--- config.mk ---
export PLATFORM = sky130hd
export DESIGN_NAME = dir_input_ctrl
export DESIGN_NICKNAME = d
export VERILOG_FILES = /design/src/rtl/dir_pkg.sv /design/src/rtl/button_debouncer.sv /design/src/rtl/dir_input_ctrl.sv
export SDC_FILE = /design/constraint.sdc
export NUM_CORES = 1
export LEC_CHECK = 0
export CORE_MARGIN = 2
export CORE_UTILIZATION = 52
export CTS_BUF_LIST = sky130_fd_sc_hd__clkbuf_8
export DETAILED_ROUTE_END_ITERATION = 8
export PLACE_DENSITY = 0.81
export SETUP_SLACK_MARGIN = 0.05
export SLEW_MARGIN = 30
export SYNTH_ARGS = -nofsm -noshare
export SYNTH_HDL_FRONTEND = slang
export SYNTH_HIERARCHICAL = 1
export SYNTH_SLANG_ARGS = --single-unit
--- constraint.sdc ---
create_clock -name clock -period 3.8 [get_ports clock]
set_input_delay 0.76 -clock clock [delete_from_list [all_inputs] [get_ports clock]]
set_output_delay 0.76 -clock clock [all_outputs]
set_load 0.02 [all_outputs]
--- src/rtl/dir_pkg.sv ---
`default_nettype none
// ============================================================================
// Module  : dir_pkg
// Brief   : Direction and stage codes shared by the direction input controller.
// Revision: 1.0  initial release
// ============================================================================
package dir_pkg;

    typedef enum logic [2:0] {
        DIR_NONE  = 3'd0,
        DIR_UP    = 3'd1,
        DIR_RIGHT = 3'd2,
        DIR_DOWN  = 3'd3,
        DIR_LEFT  = 3'd4
    } dir_t;

    localparam dir_t DIR_RESET = DIR_RIGHT;

    localparam logic [1:0] STG_IDLE = 2'd0;
    localparam logic [1:0] STG_MENU = 2'd1;
    localparam logic [1:0] STG_PLAY = 2'd2;

    function automatic dir_t opposite(input dir_t dir);
        case (dir)
            DIR_UP:    return DIR_DOWN;
            DIR_DOWN:  return DIR_UP;
            DIR_RIGHT: return DIR_LEFT;
            DIR_LEFT:  return DIR_RIGHT;
            default:   return DIR_NONE;
        endcase
    endfunction

    // Button group order is {left,down,right,up}; up has the highest priority.
    function automatic dir_t press_to_dir(input logic [3:0] evt);
        if (evt[0])      return DIR_UP;
        else if (evt[1]) return DIR_RIGHT;
        else if (evt[2]) return DIR_DOWN;
        else if (evt[3]) return DIR_LEFT;
        else             return DIR_NONE;
    endfunction

endpackage
`default_nettype wire

--- src/rtl/button_debouncer.sv ---
`default_nettype none
// ============================================================================
// Module  : button_debouncer
// Brief   : One active-low button: 2-FF synchroniser, stability counter and
//           registered released->pressed event pulse.
// Revision: 1.0  initial release
// ============================================================================
module button_debouncer #(
    parameter int DEBOUNCE_CYCLES = 16
) (
    input  logic clock,
    input  logic resetn,
    input  logic i_btn_n,
    output logic o_press
);

    localparam int              CNT_W      = $clog2(DEBOUNCE_CYCLES + 1);
    localparam logic [CNT_W-1:0] C_CNT_LAST = CNT_W'(DEBOUNCE_CYCLES - 1);

    logic             r_sync1;
    logic             r_sync2;
    logic             r_state;
    logic             r_state_q;
    logic             r_press;
    logic [CNT_W-1:0] r_cnt;

    // r_state holds the debounced raw level (1 = released).
    always_ff @(posedge clock or negedge resetn) begin
        if (!resetn) begin
            r_sync1   <= 1'b1;
            r_sync2   <= 1'b1;
            r_state   <= 1'b1;
            r_state_q <= 1'b1;
            r_press   <= 1'b0;
            r_cnt     <= '0;
        end else begin
            r_sync1   <= i_btn_n;
            r_sync2   <= r_sync1;
            r_state_q <= r_state;
            r_press   <= r_state_q & ~r_state;
            if (r_sync2 == r_state) begin
                r_cnt <= '0;
            end else if (r_cnt == C_CNT_LAST) begin
                r_state <= r_sync2;
                r_cnt   <= '0;
            end else begin
                r_cnt <= r_cnt + 1'b1;
            end
        end
    end

    assign o_press = r_press;

endmodule
`default_nettype wire

--- src/rtl/dir_input_ctrl.sv ---
`default_nettype none
// ============================================================================
// Module  : dir_input_ctrl
// Brief   : Per-player debounced direction input with no-reversal rules and
//           tick-committed turn buffering. Define KEY_QUEUE_EN for a 2-deep
//           pending FIFO per player (default: single pending register).
// Revision: 1.0  initial release
// ============================================================================
module dir_input_ctrl
    import dir_pkg::*;
#(
    parameter int NUM_PLAYERS     = 2,
    parameter int DEBOUNCE_CYCLES = 16,
    parameter int MOVE_W          = 32
) (
    input  logic                          clock,
    input  logic                          resetn,
    input  logic [4*NUM_PLAYERS-1:0]      btn_n,
    input  logic [1:0]                    stage,
    input  logic                          tick,
    input  logic                          game_reset,
    output logic [MOVE_W*NUM_PLAYERS-1:0] move_out,
    output logic [NUM_PLAYERS-1:0]        turn_valid,
    output logic                          any_press
);

    logic [4*NUM_PLAYERS-1:0] w_press;
    logic [1:0]               r_stage_q;
    logic                     w_stage_chg;

    for (genvar i = 0; i < 4*NUM_PLAYERS; i++) begin : g_btn
        button_debouncer #(
            .DEBOUNCE_CYCLES (DEBOUNCE_CYCLES)
        ) u_deb (
            .clock   (clock),
            .resetn  (resetn),
            .i_btn_n (btn_n[i]),
            .o_press (w_press[i])
        );
    end

    always_ff @(posedge clock or negedge resetn) begin
        if (!resetn) r_stage_q <= STG_IDLE;
        else         r_stage_q <= stage;
    end

    assign w_stage_chg = (stage != r_stage_q);
    assign any_press   = |w_press;

    for (genvar p = 0; p < NUM_PLAYERS; p++) begin : g_player
        dir_t r_move;
        logic r_turn;
        dir_t w_move_nxt;
        logic w_turn_nxt;
        dir_t w_dir;
        dir_t w_ref;
        logic w_has;
        logic w_accept;
        logic w_pop;
        logic w_clear;
`ifdef KEY_QUEUE_EN
        dir_t       r_q0;
        dir_t       r_q1;
        logic [1:0] r_cnt;
        dir_t       w_q0_nxt;
        dir_t       w_q1_nxt;
        logic [1:0] w_cnt_nxt;
`else
        dir_t r_pend;
        logic r_pvalid;
        dir_t w_pend_nxt;
        logic w_pvalid_nxt;
`endif

        always_comb begin
            w_dir      = press_to_dir(w_press[4*p +: 4]);
            w_has      = |w_press[4*p +: 4];
            w_move_nxt = r_move;
            w_turn_nxt = 1'b0;
            w_accept   = 1'b0;
            w_pop      = 1'b0;
            w_clear    = 1'b0;
`ifdef KEY_QUEUE_EN
            w_ref      = (r_cnt == 2'd2) ? r_q1 : (r_cnt == 2'd1) ? r_q0 : r_move;
            w_q0_nxt   = r_q0;
            w_q1_nxt   = r_q1;
            w_cnt_nxt  = r_cnt;
`else
            // With a tick the pending entry becomes move_out, so it is the reference.
            w_ref        = (tick && r_pvalid) ? r_pend : r_move;
            w_pend_nxt   = r_pend;
            w_pvalid_nxt = r_pvalid;
`endif
            if (game_reset) begin
                w_move_nxt = DIR_RESET;
                w_clear    = 1'b1;
            end else if (stage == STG_MENU) begin
                w_clear = 1'b1;
                if (w_has) begin
                    w_move_nxt = w_dir;
                    w_turn_nxt = 1'b1;
                end
            end else if (stage == STG_PLAY && !w_stage_chg) begin
                w_accept = w_has && (w_dir != w_ref) && (w_dir != opposite(w_ref));
`ifdef KEY_QUEUE_EN
                w_pop = tick && (r_cnt != 2'd0);
                if (w_pop) begin
                    w_move_nxt = r_q0;
                    w_turn_nxt = 1'b1;
                end
                case ({w_pop, w_accept})
                    2'b10: begin
                        w_q0_nxt  = r_q1;
                        w_cnt_nxt = r_cnt - 2'd1;
                    end
                    2'b01: begin
                        if (r_cnt == 2'd0) begin
                            w_q0_nxt  = w_dir;
                            w_cnt_nxt = 2'd1;
                        end else begin
                            w_q1_nxt  = w_dir;
                            w_cnt_nxt = 2'd2;
                        end
                    end
                    2'b11: begin
                        if (r_cnt == 2'd1) begin
                            w_q0_nxt = w_dir;
                        end else begin
                            w_q0_nxt = r_q1;
                            w_q1_nxt = w_dir;
                        end
                    end
                    default: ;
                endcase
`else
                w_pop = tick && r_pvalid;
                if (w_pop) begin
                    w_move_nxt = r_pend;
                    w_turn_nxt = 1'b1;
                end
                if (w_accept) begin
                    w_pend_nxt   = w_dir;
                    w_pvalid_nxt = 1'b1;
                end else if (w_pop) begin
                    w_pvalid_nxt = 1'b0;
                end
`endif
            end else begin
                w_clear = 1'b1;
            end

            if (w_clear) begin
`ifdef KEY_QUEUE_EN
                w_cnt_nxt = 2'd0;
`else
                w_pvalid_nxt = 1'b0;
`endif
            end
        end

        always_ff @(posedge clock or negedge resetn) begin
            if (!resetn) begin
                r_move   <= DIR_RESET;
                r_turn   <= 1'b0;
`ifdef KEY_QUEUE_EN
                r_q0     <= DIR_RESET;
                r_q1     <= DIR_RESET;
                r_cnt    <= 2'd0;
`else
                r_pend   <= DIR_RESET;
                r_pvalid <= 1'b0;
`endif
            end else begin
                r_move   <= w_move_nxt;
                r_turn   <= w_turn_nxt;
`ifdef KEY_QUEUE_EN
                r_q0     <= w_q0_nxt;
                r_q1     <= w_q1_nxt;
                r_cnt    <= w_cnt_nxt;
`else
                r_pend   <= w_pend_nxt;
                r_pvalid <= w_pvalid_nxt;
`endif
            end
        end

        assign move_out[p*MOVE_W +: MOVE_W] = MOVE_W'(r_move);
        assign turn_valid[p]                = r_turn;
    end

endmodule
`default_nettype wire

After elaboration in Yosys (flattened, before gate mapping)
Index checks and enable logic that the tools add are counted.
{"block": "totals", "inputBits": 14, "wordCells": 222, "out_inout_bits": 67, "reg_bits": 98}
{"block": "op_classes", "reduce_logical": 29, "n_addsub": 8, "eq_ne": 35, "n_bitwise": 26, "n_mux": 67}
{"op": "two-way mux 5 bit", "n": 16}
{"op": "two-way mux 3 bit", "n": 24}
{"op": "adder 5 x 1 -> 5 bit, second input constant", "n": 8}
{"op": "== test 5 x 4 -> 1 bit, second input constant", "n": 8}
{"op": "two-way mux 1 bit", "n": 25}
{"op": "case mux 3 bit (4 select lines)", "n": 2}
{"op": "AND reduction 2 bit", "n": 10}
{"op": "NOT 1 bit", "n": 18}
{"op": "AND reduction 4 bit", "n": 4}
{"op": "== test 3 x 2 -> 1 bit, second input constant", "n": 4}
{"op": "!= test 3 bit", "n": 4}
{"op": "nonzero test 3 bit", "n": 3}
{"op": "bitwise AND 1 bit", "n": 8}
{"op": "== test 1 bit", "n": 8}
{"op": "OR reduction 4 bit", "n": 2}
{"op": "OR reduction 8 bit", "n": 1}
{"op": "logical AND 1 bit", "n": 7}
{"op": "== test 3 x 1 -> 1 bit, second input constant", "n": 2}
{"op": "== test 3 bit, second input constant", "n": 2}
{"op": "!= test 3 bit, second input constant", "n": 2}
{"op": "== test 2 x 1 -> 1 bit, second input constant", "n": 1}
{"op": "== test 2 bit, second input constant", "n": 1}
{"op": "!= test 2 x 1 -> 1 bit, second input constant", "n": 1}
{"op": "!= test 2 bit", "n": 1}
{"op": "other kinds (3)", "n": 3}

Depth between registers and ports, before layout
{"block": "depth", "word_depth": 14, "ltp_mapped": 7, "depth_no_buf": 6}

Cells and area by module
The synthesis kept the hierarchy.
{"module": "button_debouncer", "cells_per_inst": 26, "area_per_inst_um2": 374.1, "instances": 8, "seq_area_each_um2": 255.2}
{"module": "dir_input_ctrl", "cells_per_inst": 201, "area_per_inst_um2": 1734.2, "instances": 1, "seq_area_each_um2": 455.4}

Least setup slack after synthesis
OpenSTA, ideal clock, no wires.
{"block": "synth_timing", "path_type": "in2reg", "from": "input port tick", "to": "register g_player[1].r_pend[2]", "path_slack_ns": 1.357, "cell_stages": 6, "setup_ns": 0.128, "t_arrival_ns": 2.315, "n_path_buf": 0, "required_ns": 3.672, "path_cell_list": "a21bo_1 > and2_4 > or3_1 > a2111o_1 > nand4b_2 > mux2_1"}
{"block": "synth_between", "elab_chain_cells": 10, "elab_cells_between_ends": 15, "classes_between": "6 x eq/ne; 5 x mux; 4 x reduce/logical"}
{"element": "start: declaration", "line": "dir_input_ctrl.sv:20", "rtl": "input logic tick,"}
{"element": "logical AND 1 bit *", "line": "dir_input_ctrl.sv:90", "rtl": "w_ref = (tick && r_pvalid) ? r_pend : r_move;"}
{"element": "two-way mux 3 bit *"}
{"element": "== test 3 bit (tied with other cells)", "line": "dir_pkg.sv:24", "rtl": "case (dir)"}
{"element": "case mux 3 bit (4 select lines)", "line": "dir_pkg.sv:24"}
{"element": "two-way mux 3 bit", "line": "dir_input_ctrl.sv:103", "rtl": "end else if (stage == STG_PLAY && !w_stage_chg) begin"}
{"element": "two-way mux 3 bit", "line": "dir_input_ctrl.sv:97", "rtl": "end else if (stage == STG_MENU) begin"}
{"element": "two-way mux 3 bit", "line": "dir_input_ctrl.sv:94", "rtl": "if (game_reset) begin"}
{"element": "!= test 3 bit", "line": "dir_input_ctrl.sv:104", "rtl": "w_accept = w_has && (w_dir != w_ref) && (w_dir != opposite(w_ref));"}
{"element": "logical AND 1 bit *", "line": "dir_input_ctrl.sv:104"}
{"element": "AND reduction 4 bit (no source line) *"}
{"element": "end signal: assignment", "line": "dir_input_ctrl.sv:181", "rtl": "r_pend <= w_pend_nxt;"}
{"element": "end: declaration", "line": "dir_input_ctrl.sv:69", "rtl": "dir_t r_pend;"}
Every way passes the cells marked *; elsewhere a longest branch is shown, timed or not. The select of a mux whose other input is x is not followed.
A chain may end at the register's enable or synchronous reset.

Worst setup path after layout
Same ends and word-level chain as after synthesis.

==> summary.md <==
| Metric | Value |
|---|---|
| Maximum clock rate | 0.345 GHz |
| Status | complete, no violations |
| Post-Synthesis Cells | 409 |
| Total global-route track usage | 0.157 |
| Worst slew pin tran | 0.580 ns |
| Initial DRC Count | 143 |
| Number of buffers created by CTS | 9 |
| Hpwl dp | 5090 µm |
| Layout area overhead | 6.83% |
| # DRC | 0 |
| Routed vias/inst | 5.02 |
| Final hold violations | 0 |
| Post-route cell area | 5050 µm² |
| Register-to-Register Path Depth | 6 |
| CTS resizes | 0 |
| Wire length of the first global-routing pass | 12300 µm |
| Mean area per synthesized cell | 11.6 µm² |
| Register area share after synthesis | 0.528 |
| CORE AREA | 8760 µm² |
| Clk Latency, worst-skew pair | 0.36 ns |
| Vias | 2767 |
| Clock Root Buffer | clkbuf_8 |
| Crit path from | tick |
| Net count, final | 460 |
| Most common cell after layout, fill and taps aside | dfrtp_1 |
| Prevailing post-synth register cell | dfrtp_1 |
| Period utilisation layout | 0.762 |
| WP data arrival | 3.14 ns |
| Longest Clk Path Bufs | 2 |
| Hold path depth | 0 |
| Setup crit start kind | input port |
| Cell type with the highest aggregate area in the netlist | dfrtp_1 |
| Synth Cell Area | 4730 µm² |
| Post-Route Setup TNS | 0 ns |
| Worst setup EP type | register |
| DRT Pass-1 Iters | 4 |
| Port Buf Inserts | 22 |
| Final GP Congestion | 0.907 |
| Die Span Y | 99.3 µm |
| Site Rows | 34 |
| Largest cells by area after synthesis | dfrtp_1 33%, dfstp_2 20%, buf_4 9.5% |
| Post-route minimum period | 2.90 ns |
| Critical path required time | 4.05 ns |
| Worst VDD drop | 325 µV |
| Max Clock Skew | 0.00753 ns |
| Die area | 9870 µm² |
| Post-DR wirelength/cell | 12.5 µm |
| RSZ-0062 raised after global routing | no |
| CTS tree | done |
| Clk sink count | 98 |
| Worst hold start | g_btn[3].u_deb/r_sync1$_DFF_PN1_ |
| # H-tree levels | 3 |
| GRT overflow | 0 |
| Static leakage power | 2.49 nW |
| Post-Layout Cell Count | 551 |
| Reg clk slew, reported paths | 0.08 ns |
| Slew HR | 0.613 |
| # Max-Cap Violations | 0 |
| Placed cell count | 535 |
| Vias in the first global route | 2667 |
| Largest net degree at the start of global routing | 47 |
| Synth top area share | 0.328 |
| Max-slew violation count | 0 |
| Syn. warnings | 6 |
| IO Pins | 81 |
| Hold Path Class | reg2reg |
| Crit Path Max Fanout | 14 |
| Setup violators final | 0 |
| Chip Width | 99.3 µm |
| Area after DPL | 4840 µm² |
| Worst r2r src | g_player[1].r_pvalid$_DFFE_PN0P_ |
| Routed WL | 6860 µm |
| PwrDens | 387 nW/µm² |
| Commonest non-fill, non-tap cells in the layout | 62 x dfrtp_1, 58 x conb_1, 36 x dfstp_2 |
| Antenna Cells | 0 |
| Netlist cell types | 60 |
| EDFF count, synth | 0 |
| Hold buffer count at CTS | 0 |
| Crit path kind | in2reg |
| Post-CTS setup buffer count | 0 |
| Final Core Density | 0.576 |
| Async S/R FF share, synth | 1.00 |
| Yosys reg bits | 98 |
| Layout cell share with drive strength beyond 1 | 0.257 |
| Initial Util | 0.539 |
| Initial antenna violation count | 0 |
| ANT nets after route | 0 |
==> sequential cells by signal, summed over array words and instances, names as in the netlist, 6 cells and up <==
name / cells
g_btn.u_deb/r_state_q: 8
g_player.r_pend: 6
g_player.r_move: 6
g_btn.u_deb/o_press: 8
g_btn.u_deb/r_sync1: 8
g_btn.u_deb/r_cnt: 40
g_btn.u_deb/r_state: 8
g_btn.u_deb/r_sync2: 8
==> metal layers <==
layer | global-route usage | up-vias | wire length, µm
met1 | 0.205 | 1344 | 2970
met5 | 0 | - | 0
met2 | 0.254 | 89 | 3410
met3 | 0.0457 | 11 | 379
met4 | 0.0506 | 0 | 106
li1 | - | 1323 | -
==> worst max-delay path: stages <==
cell and delay [ns]:
clkdlybuf4s50_1 0.76, nand3_1 0.19, and2_4 0.19, or3_1 0.34, a2111o_1 0.44, nand4b_2 0.14, mux2_1 0.33
==> per-stage QoR <==
stage / hold slack, ns / worst slack, ns / total power [W]
2_1_floorplan: 0.345 / 1.36 / 0.00127
3_3_place_gp: 0.346 / 0.561 / 0.00127
3_5_place_dp: 0.347 / 0.546 / 0.00128
4_1_cts: 0.360 / 0.930 / 0.00199
5_1_grt: 0.364 / 0.759 / 0.00206
6_report: 0.360 / 0.904 / 0.00195
==> kinds of logic after synthesis <==
logic type / after synthesis / share of synthesized area
mux: 19 / 0.0439
other cells: 1 / 0.000793
fa+ha+maj: 8 / 0.0212
simple gates: 125 / 0.159
buf+inv: 78 / 0.111
xor+xnor: 29 / 0.0537
flops: 98 / 0.528
compound gates: 51 / 0.0813
==> synth_stat cells (2+ instances only) <==
cell / number
dfrtp_1: 62
buf_4: 60
dfstp_2: 36
nor2_1: 34
xor2_1: 26
inv_1: 14
nand3_1: 14
mux2_1: 13
nand2_1: 10
and3_2: 9
a21oi_1: 8
and2_2: 8
and2b_2: 8
ha_1: 8
nand3_2: 8
nor2_2: 8
o21ai_2: 8
o21ai_0: 6
mux2i_1: 5
a21bo_2: 4
nor3_1: 4
a22o_1: 3
a31oi_1: 3
and2_1: 3
or3_1: 3
xnor2_1: 3
a22oi_1: 2
a32oi_1: 2
nand3b_1: 2
nor4_1: 2
o211ai_1: 2
o21a_1: 2
o31ai_1: 2
==> where the power goes <==
| part | leakage, nW | internal (W) | switching [W] |
|---|---|---|---|
| clock network | 0.113 | 0.000365 | 0.000333 |
| logic | 1.17 | 0.0000438 | 0.000110 |
| registers | 1.21 | 0.00108 | 0.0000217 |
| total | 2.49 | 0.00149 | 0.000464 |
==> path summary, 6_finish.rpt <==
| kind | end | slack (ns) |
|---|---|---|
| max | g_player[1].r_pend[2]$_DFFE_PN0P_ | 0.90 |
| min | g_btn[3].u_deb/r_sync2$_DFF_PN1_ | 0.36 |
| max reg2reg | g_player[1].r_pend[2]$_DFFE_PN0P_ | 1.54 |
| min reg2reg | g_btn[3].u_deb/r_sync2$_DFF_PN1_ | 0.36 |
| max in group asynchronous | g_player[1].r_pend[1]$_DFFE_PN1P_ | 2.63 |
| min in group asynchronous | g_btn[2].u_deb/r_cnt[3]$_DFF_PN0_ | 0.37 |
==> layout make-up <==
class / instances / area [µm²]
fill: 731 / 3710
sequential: 98 / 2500
multi-input combinational: 290 / 1920
timing repair buffer: 24 / 233
tap: 108 / 135
clock buffer: 9 / 124
clock inverter: 7 / 87.6
inverter: 15 / 56.3
(Power assumes the default switching activity.)
